==> config.mk <==
export PLATFORM = sky130hd
export DESIGN_NAME = ccff_stream_loader
export DESIGN_NICKNAME = d
export VERILOG_FILES = /design/src/rtl/ccff_pkg.sv /design/src/rtl/ccff_word_serializer.sv /design/src/rtl/ccff_stream_loader.sv
export SDC_FILE = /design/constraint.sdc
export NUM_CORES = 1
export LEC_CHECK = 0
export ABC_AREA = 1
export CORE_ASPECT_RATIO = 1.4
export CORE_UTILIZATION = 45
export CTS_CLUSTER_SIZE = 12
export DETAILED_ROUTE_END_ITERATION = 12
export PLACE_DENSITY_LB_ADDON = 0.25
export SYNTH_ARGS = -nofsm -noshare
export SYNTH_HDL_FRONTEND = slang
export SYNTH_SLANG_ARGS = --single-unit
==> constraint.sdc <==
create_clock -name prog_clk -period 2.89 [get_ports prog_clk]
set_input_delay 0.867 -clock prog_clk [delete_from_list [all_inputs] [get_ports prog_clk]]
set_output_delay 0.867 -clock prog_clk [all_outputs]
set_load 0.01 [all_outputs]
==> src/rtl/ccff_pkg.sv <==
// Shared definitions for the configuration-chain loader: FSM states and the
// default word/chain geometry used across the tile library.
package ccff_pkg;

  localparam int unsigned CCFF_DATA_W    = 8;
  localparam int unsigned CCFF_CHAIN_LEN = 32;
  localparam int unsigned CCFF_CNT_W     = 6;

  typedef enum logic [2:0] {
    IDLE,
    LOAD,
    VERIFY,
    DONE,
    ERR
  } ccff_state_e;

endpackage

==> src/rtl/ccff_word_serializer.sv <==
// One-word bitstream buffer: accepts a word over valid/ready and presents it
// MSB-first, one bit per cycle, refilling in the cycle its last bit leaves.
module ccff_word_serializer #(
  parameter int DATA_W = 8
) (
  input  logic              prog_clk,
  input  logic              prog_reset,
  input  logic              active_i,
  input  logic              flush_i,
  input  logic              last_i,
  input  logic [DATA_W-1:0] bs_data,
  input  logic              bs_valid,
  output logic              bs_ready,
  output logic              bit_o,
  output logic              empty_o
);

  localparam int REM_W = $clog2(DATA_W + 1);

  logic [DATA_W-1:0] buf_q, buf_d;
  logic [REM_W-1:0]  rem_q, rem_d;
  logic              shift;

  assign empty_o = (rem_q == '0);
  assign shift   = active_i && !empty_o;
  assign bit_o   = buf_q[DATA_W-1];

  // Refill when empty or when the last bit leaves now; never on the shift that ends a pass.
  assign bs_ready = active_i && !last_i && (empty_o || rem_q == REM_W'(1));

  // NOTE: every combinational output gets a default first so no path can infer a latch.
  always_comb begin
    buf_d = buf_q;
    rem_d = rem_q;
    if (flush_i) begin
      rem_d = '0;
    end else if (bs_valid && bs_ready) begin
      buf_d = bs_data;
      rem_d = REM_W'(DATA_W);
    end else if (shift) begin
      buf_d = buf_q << 1;
      rem_d = rem_q - REM_W'(1);
    end
  end

  // NOTE: state updates use non-blocking assignments so every register samples pre-edge values.
  // NOTE: the data buffer is reset too; it is a single register, not a memory array, so it costs nothing.
  always_ff @(posedge prog_clk) begin
    if (prog_reset) begin
      buf_q <= '0;
      rem_q <= '0;
    end else begin
      buf_q <= buf_d;
      rem_q <= rem_d;
    end
  end

endmodule

==> src/rtl/ccff_stream_loader.sv <==
// Drives a tile configuration chain from a word stream, optionally re-shifting
// the same stream while comparing the returning chain tail bit-by-bit.
module ccff_stream_loader
  import ccff_pkg::*;
#(
  parameter int DATA_W    = CCFF_DATA_W,
  parameter int CHAIN_LEN = CCFF_CHAIN_LEN,
  parameter int CNT_W     = CCFF_CNT_W
) (
  input  logic              prog_clk,
  input  logic              prog_reset,
  input  logic              start,
  input  logic              verify_en,
  input  logic [DATA_W-1:0] bs_data,
  input  logic              bs_valid,
  output logic              bs_ready,
  output logic              ccff_head,
  output logic              shift_en,
  input  logic              ccff_tail,
  output logic              busy,
  output logic              done,
  output logic              error,
  output logic [CNT_W-1:0]  err_idx
);

  localparam logic [CNT_W-1:0] LEN  = CNT_W'(CHAIN_LEN);
  localparam logic [CNT_W-1:0] LAST = CNT_W'(CHAIN_LEN - 1);

  ccff_state_e      state_q, state_d;
  logic [CNT_W-1:0] bit_cnt_q, bit_cnt_d;
  logic [CNT_W-1:0] err_idx_q, err_idx_d;
  logic             vfy_q, vfy_d;
  logic             head_q, head_d;
  logic             shift_en_q, shift_en_d;

  logic in_pass, cnt_full, start_acc, mismatch;
  logic ser_active, ser_flush, ser_bit, ser_empty, shift_now, last_shift;

  assign in_pass   = (state_q == LOAD) || (state_q == VERIFY);
  assign cnt_full  = (bit_cnt_q == LEN);
  assign start_acc = start && !in_pass;

  // ccff_head carries pass-2 bit (bit_cnt-1) whenever bit_cnt is non-zero in VERIFY;
  // the first VERIFY cycle still shows the last pass-1 bit and is skipped.
  assign mismatch = (state_q == VERIFY) && shift_en_q && (bit_cnt_q != '0) &&
                    (ccff_tail != head_q);

  assign ser_active = in_pass && !cnt_full && !mismatch;
  assign shift_now  = ser_active && !ser_empty;
  assign last_shift = shift_now && (bit_cnt_q == LAST);
  assign ser_flush  = start_acc || last_shift;

  ccff_word_serializer #(
    .DATA_W(DATA_W)
  ) u_serializer (
    .prog_clk  (prog_clk),
    .prog_reset(prog_reset),
    .active_i  (ser_active),
    .flush_i   (ser_flush),
    .last_i    (last_shift),
    .bs_data   (bs_data),
    .bs_valid  (bs_valid),
    .bs_ready  (bs_ready),
    .bit_o     (ser_bit),
    .empty_o   (ser_empty)
  );

  always_comb begin
    state_d    = state_q;
    bit_cnt_d  = bit_cnt_q;
    err_idx_d  = err_idx_q;
    vfy_d      = vfy_q;
    head_d     = head_q;
    shift_en_d = 1'b0;

    if (shift_now) begin
      head_d     = ser_bit;
      shift_en_d = 1'b1;
      bit_cnt_d  = bit_cnt_q + CNT_W'(1);
    end

    case (state_q)
      IDLE, DONE, ERR: begin
        if (start) begin
          state_d   = LOAD;
          bit_cnt_d = '0;
          err_idx_d = '0;
          vfy_d     = verify_en;
        end
      end
      LOAD: begin
        if (last_shift) begin
          if (vfy_q) begin
            state_d   = VERIFY;
            bit_cnt_d = '0;
          end else begin
            state_d = DONE;
          end
        end
      end
      VERIFY: begin
        // The final pass-2 bit is compared one cycle after it leaves the buffer.
        if (mismatch) begin
          state_d   = ERR;
          err_idx_d = bit_cnt_q - CNT_W'(1);
        end else if (cnt_full) begin
          state_d = DONE;
        end
      end
      default: state_d = IDLE;
    endcase
  end

  always_ff @(posedge prog_clk) begin
    if (prog_reset) begin
      state_q    <= IDLE;
      bit_cnt_q  <= '0;
      err_idx_q  <= '0;
      vfy_q      <= 1'b0;
      head_q     <= 1'b0;
      shift_en_q <= 1'b0;
    end else begin
      state_q    <= state_d;
      bit_cnt_q  <= bit_cnt_d;
      err_idx_q  <= err_idx_d;
      vfy_q      <= vfy_d;
      head_q     <= head_d;
      shift_en_q <= shift_en_d;
    end
  end

  assign ccff_head = head_q;
  assign shift_en  = shift_en_q;
  assign busy      = in_pass;
  assign done      = (state_q == DONE);
  assign error     = (state_q == ERR);
  assign err_idx   = err_idx_q;

endmodule

==> impl_metrics.prom <==
# TYPE chip_impl_metric gauge
chip_impl_info{name="min_from",value="u_serializer.buf_q[0]"} 1
chip_impl_info{name="cts-root-buf",value="clkbuf_8"} 1
chip_impl_metric{name="rows",unit=""} 26
chip_impl_metric{name="period_minus_slack",unit="ns"} 2.74
chip_impl_metric{name="io_pins",unit=""} 26
chip_impl_metric{name="grt_pass1_vias",unit=""} 1639
chip_impl_metric{name="count_of_antenna_diodes_in_the_layout",unit=""} 0
chip_impl_metric{name="yosysWarnings",unit=""} 0
chip_impl_metric{name="synth.ff_latch_count",unit=""} 30
chip_impl_metric{name="total_switching_power",unit="uW"} 868
chip_impl_metric{name="power_per_cell_area",unit="nW/um2"} 926
chip_impl_metric{name="worst-r2r-setup-slack",unit="ns"} 0.80
chip_impl_info{name="r2r-end",value="u_serializer.rem_q[2]"} 1
chip_impl_info{name="post_synth_main_area_contributors",value="dfxtp_1, nand2_1, inv_1"} 1
chip_impl_metric{name="worst_clock_skew",unit="ns"} 0.00403
chip_impl_metric{name="detailed_place.area",unit="um2"} 2080
chip_impl_metric{name="sw_frac_of_total",unit=""} 0.434
chip_impl_info{name="yosys-top-cells-count",value="nand2_1, inv_1, dfxtp_1, nor2_1, a21oi_1"} 1
chip_impl_metric{name="power_leakage",unit="nW"} 0.978
chip_impl_info{name="ys.flop_type",value="dfxtp_1"} 1
chip_impl_metric{name="cts_buffers",unit=""} 5
chip_impl_metric{name="postRouteWirelength",unit="um"} 3840
chip_impl_metric{name="synth_area_per_cell",unit="um2"} 7.13
chip_impl_metric{name="post-route-drc-count",unit=""} 0
chip_impl_info{name="cp-start-kind",value="primary input"} 1
chip_impl_metric{name="syn2layout_area_growth",unit="%"} 21.1
chip_impl_metric{name="slew-limit-headroom",unit=""} 0.744
chip_impl_metric{name="design.die.area",unit="um2"} 4220
chip_impl_metric{name="antenna_left",unit=""} 0
chip_impl_metric{name="syn_nets",unit=""} 268
chip_impl_metric{name="report.final.slew_viol_count",unit=""} 0
chip_impl_metric{name="die_y",unit="um"} 76.5
chip_impl_metric{name="final_std_cells_w_o_fill",unit=""} 324
chip_impl_metric{name="utilization",unit=""} 0.582
chip_impl_metric{name="firstDrtPassIters",unit=""} 4
chip_impl_metric{name="critical_path_buf_inv_count",unit=""} 4
chip_impl_metric{name="layout-drive-gt1-share",unit=""} 0.145
chip_impl_info{name="tritoncts",value="done"} 1
chip_impl_info{name="hold_path_end",value="u_serializer.buf_q[0]"} 1
chip_impl_info{name="synth.largest_area_cell",value="dfxtp_1"} 1
chip_impl_metric{name="avgRoutedWirePerCell",unit="um"} 11.8
chip_impl_info{name="critPathTopFamily",value="buffers and inverters"} 1
chip_impl_metric{name="netlist_area",unit="um2"} 1780
chip_impl_metric{name="grt_usage",unit=""} 0.202
chip_impl_metric{name="floorplan.core_area",unit="um2"} 3710
chip_impl_metric{name="crit_arrival",unit="ns"} 1.87
chip_impl_metric{name="clk-insertion-delay-late",unit="ns"} 0.28
chip_impl_metric{name="maximum_number_of_buffers_from_clock_root_to_sink",unit=""} 2
chip_impl_metric{name="crit_required",unit="ns"} 2.02
chip_impl_info{name="synth_most_common_cell",value="nand2_1"} 1
chip_impl_info{name="hold_class",value="reg2reg"} 1
chip_impl_metric{name="hpwlAfterDp",unit="um"} 2790
chip_impl_metric{name="report.final.hold_viol_count",unit=""} 0
chip_impl_metric{name="cpPeakStageDelay",unit="ns"} 0.24
chip_impl_metric{name="critical_path_peak_fanout",unit=""} 3
chip_impl_metric{name="power.clock.fraction",unit=""} 0.157
chip_impl_metric{name="synth_async_sr_flop_share",unit=""} 0
chip_impl_info{name="setup_repair_after_global_routing_missed_its_margin",value="false"} 1
chip_impl_metric{name="netlist.area_leader.share",unit=""} 0.337
chip_impl_metric{name="vdd_ir_drop_max",unit="V"} 0.000531
chip_impl_metric{name="fill_cells",unit=""} 376
chip_impl_metric{name="synth-seq-area-share",unit=""} 0.337
chip_impl_metric{name="antenna_found_initial",unit=""} 0
chip_impl_metric{name="share_seq_of_total_power",unit=""} 0.311
chip_impl_info{name="critPathSlowestCell",value="dlygate4sd2_1"} 1
chip_impl_metric{name="synth.lib_cells_used.distinct",unit=""} 35
chip_impl_metric{name="synth-edff-count",unit=""} 0
chip_impl_metric{name="place.detailed.instances",unit=""} 317
chip_impl_metric{name="gp_routability_congestion",unit=""} 0.868
chip_impl_metric{name="num-nets-final",unit=""} 300
chip_impl_metric{name="routed_via_density",unit=""} 5.15
chip_impl_metric{name="rr_worst_depth",unit=""} 15
chip_impl_metric{name="worst_slew_pin_slew",unit="ns"} 0.383
chip_impl_metric{name="dr_total_vias",unit=""} 1670
chip_impl_metric{name="h_tree_levels",unit=""} 2
chip_impl_metric{name="grt_pass1_wl",unit="um"} 6930
chip_impl_metric{name="floorplan.die.width",unit="um"} 55.2
chip_impl_info{name="status",value="complete, no violations"} 1
chip_impl_metric{name="grt.overflow.total",unit=""} 0
chip_impl_info{name="critPathCaptureType",value="output port"} 1
chip_impl_metric{name="clkTransAtPathRegs",unit="ns"} 0.06
chip_impl_metric{name="start_util",unit=""} 0.481
chip_impl_metric{name="power_frac_comb",unit=""} 0.532
chip_impl_metric{name="setup-tns-final",unit="ns"} 0
chip_impl_metric{name="fin_crit_sh",unit=""} 0.947
chip_impl_metric{name="numClockSinks",unit=""} 30
chip_impl_info{name="worstPathCellList",value="dlygate4sd2_1 -> xor2_1 -> nand3_2 -> buf_6 -> nand2_4 -> inv_4 -> nand2_1 -> nor2_1 -> buf_2"} 1
chip_impl_metric{name="layout.cell_area.non_filler",unit="um2"} 2160
chip_impl_metric{name="power.internal",unit="mW"} 1.13
chip_impl_metric{name="maxClockFrequency",unit="GHz"} 0.366
chip_impl_metric{name="cts_setup_buffers",unit=""} 0
chip_impl_info{name="reg2reg_from",value="bit_cnt_q[1]"} 1
chip_impl_metric{name="synthCells",unit=""} 250
chip_impl_info{name="timing.setup.critical_path_class",value="in2out"} 1
chip_impl_metric{name="io_buffer_count",unit=""} 25
chip_impl_metric{name="fin_ws",unit="ns"} 0.154
chip_impl_metric{name="timing.max_cap.violations",unit=""} 0
chip_impl_metric{name="detail_route.iter0.violations",unit=""} 46
chip_impl_metric{name="dp_worst_setup_slack",unit="ns"} -0.443
chip_impl_metric{name="setup_viol",unit=""} 0
chip_impl_metric{name="worst_hold_path.num_cells",unit=""} 2
chip_impl_metric{name="pin_count_of_the_biggest_net_entering_global_routing",unit=""} 13
## cell type report
cell class / instances / area (um2) / area share
Multi-Input combinational cell: 171 / 965 / 0.447
Sequential cell: 30 / 601 / 0.278
Timing Repair Buffer: 33 / 308 / 0.143
Inverter: 41 / 156 / 0.0725
Clock buffer: 7 / 76.3 / 0.0354
Tap cell: 42 / 52.6 / 0.0243
## state kept, by name, summed over array words and instances (netlist names)
register,flops
u_serializer.buf_q,8
bit_cnt_q,6
err_idx,6
u_serializer.rem_q,4
state_q,3
ccff_head,1
shift_en,1
vfy_q,1
## stage by stage
stage	power [mW]	hold WS, ns
after floorplan	1.39	0.430
after global placement	1.69	0.446
after detailed placement	1.70	0.470
after CTS	2.01	0.480
after global routing	2.19	0.497
final	2.00	0.475
## routing by layer
layer  part of all wire  wire length (um)  global-route usage
met4              0.020                76              0.0900
met2               0.51              1970               0.371
met3              0.047               179              0.0543
met5                  0                 0                   0
met1               0.42              1610               0.208
## worst max-delay path by stage
stage	start	end	depth (start not counted)
2_1_floorplan	ccff_tail	bs_ready	6
3_3_place_gp	ccff_tail	bs_ready	9
3_5_place_dp	ccff_tail	bs_ready	9
4_1_cts	ccff_tail	bs_ready	9
5_1_grt	bit_cnt_q[1]	bs_ready	12
6_report	ccff_tail	bs_ready	9
## worst register-to-register path, cell delays in order, from the launching register on
cell and delay, ns:
dfxtp_1 0.35, inv_1 0.09, ha_1 0.17, inv_1 0.07
nor2_4 0.14, nand3_2 0.08, nand3_2 0.11, buf_6 0.11
nand2_4 0.05, inv_4 0.04, buf_4 0.11, nand2_4 0.08
inv_2 0.20, nand2_1 0.10, or2_0 0.21, a21oi_1 0.12
## repair_timing
action / in CTS / in global routing
setup endpoints to repair: 1 / 0
hold buffers: 0 / 0
resized for setup: 6 / 0
## power by group through the flow
| stage | Combinational [mW] | Clock [mW] | Sequential [mW] |
|---|---|---|---|
| 5_1_grt | 1.20 | 0.346 | 0.640 |
| 3_3_place_gp | 1.06 | 0 | 0.626 |
| 3_5_place_dp | 1.07 | 0 | 0.629 |
| 2_1_floorplan | 0.766 | 0 | 0.627 |
| 6_report | 1.06 | 0.315 | 0.622 |
| 4_1_cts | 1.07 | 0.322 | 0.622 |
## cell families (layout without fill, tap and decap cells)
group,count (synthesis),count (layout),synth area share
flip-flops,30,30,0.337
adder cells (fa/ha/maj),4,4,0.0281
buffers and inverters,49,81,0.122
AO/OA/AOI/OAI,41,41,0.120
AND/OR/NAND/NOR,119,119,0.354
XOR/XNOR,7,7,0.0386
## placed cells by master (no fill, tap or decap), types with 2 or more instances in the layout
| master | Yosys | final |
|---|---|---|
| ha_1 | 4 | 4 |
| inv_2 | 5 | 5 |
| clkbuf_1 | 2 | 2 |
| nor2_2 | 3 | 3 |
| nand2_4 | 3 | 3 |
| clkbuf_8 | 0 | 5 |
| dfxtp_1 | 30 | 30 |
| nand4_1 | 10 | 10 |
| nand3_1 | 16 | 16 |
| nor2_4 | 3 | 3 |
| nand2_1 | 44 | 44 |
| o21ai_1 | 4 | 4 |
| nor3_1 | 3 | 3 |
| clkdlybuf4s50_1 | 0 | 23 |
| nand3_4 | 2 | 2 |
| nand3_2 | 4 | 4 |
| inv_1 | 35 | 35 |
| nor2_1 | 23 | 23 |
| o21ai_0 | 13 | 13 |
| xnor2_1 | 2 | 2 |
| buf_4 | 0 | 7 |
| xor2_1 | 4 | 4 |
| nand2_2 | 2 | 2 |
| a21oi_1 | 21 | 21 |
Note: power is estimated with default switching activity, not from simulation.
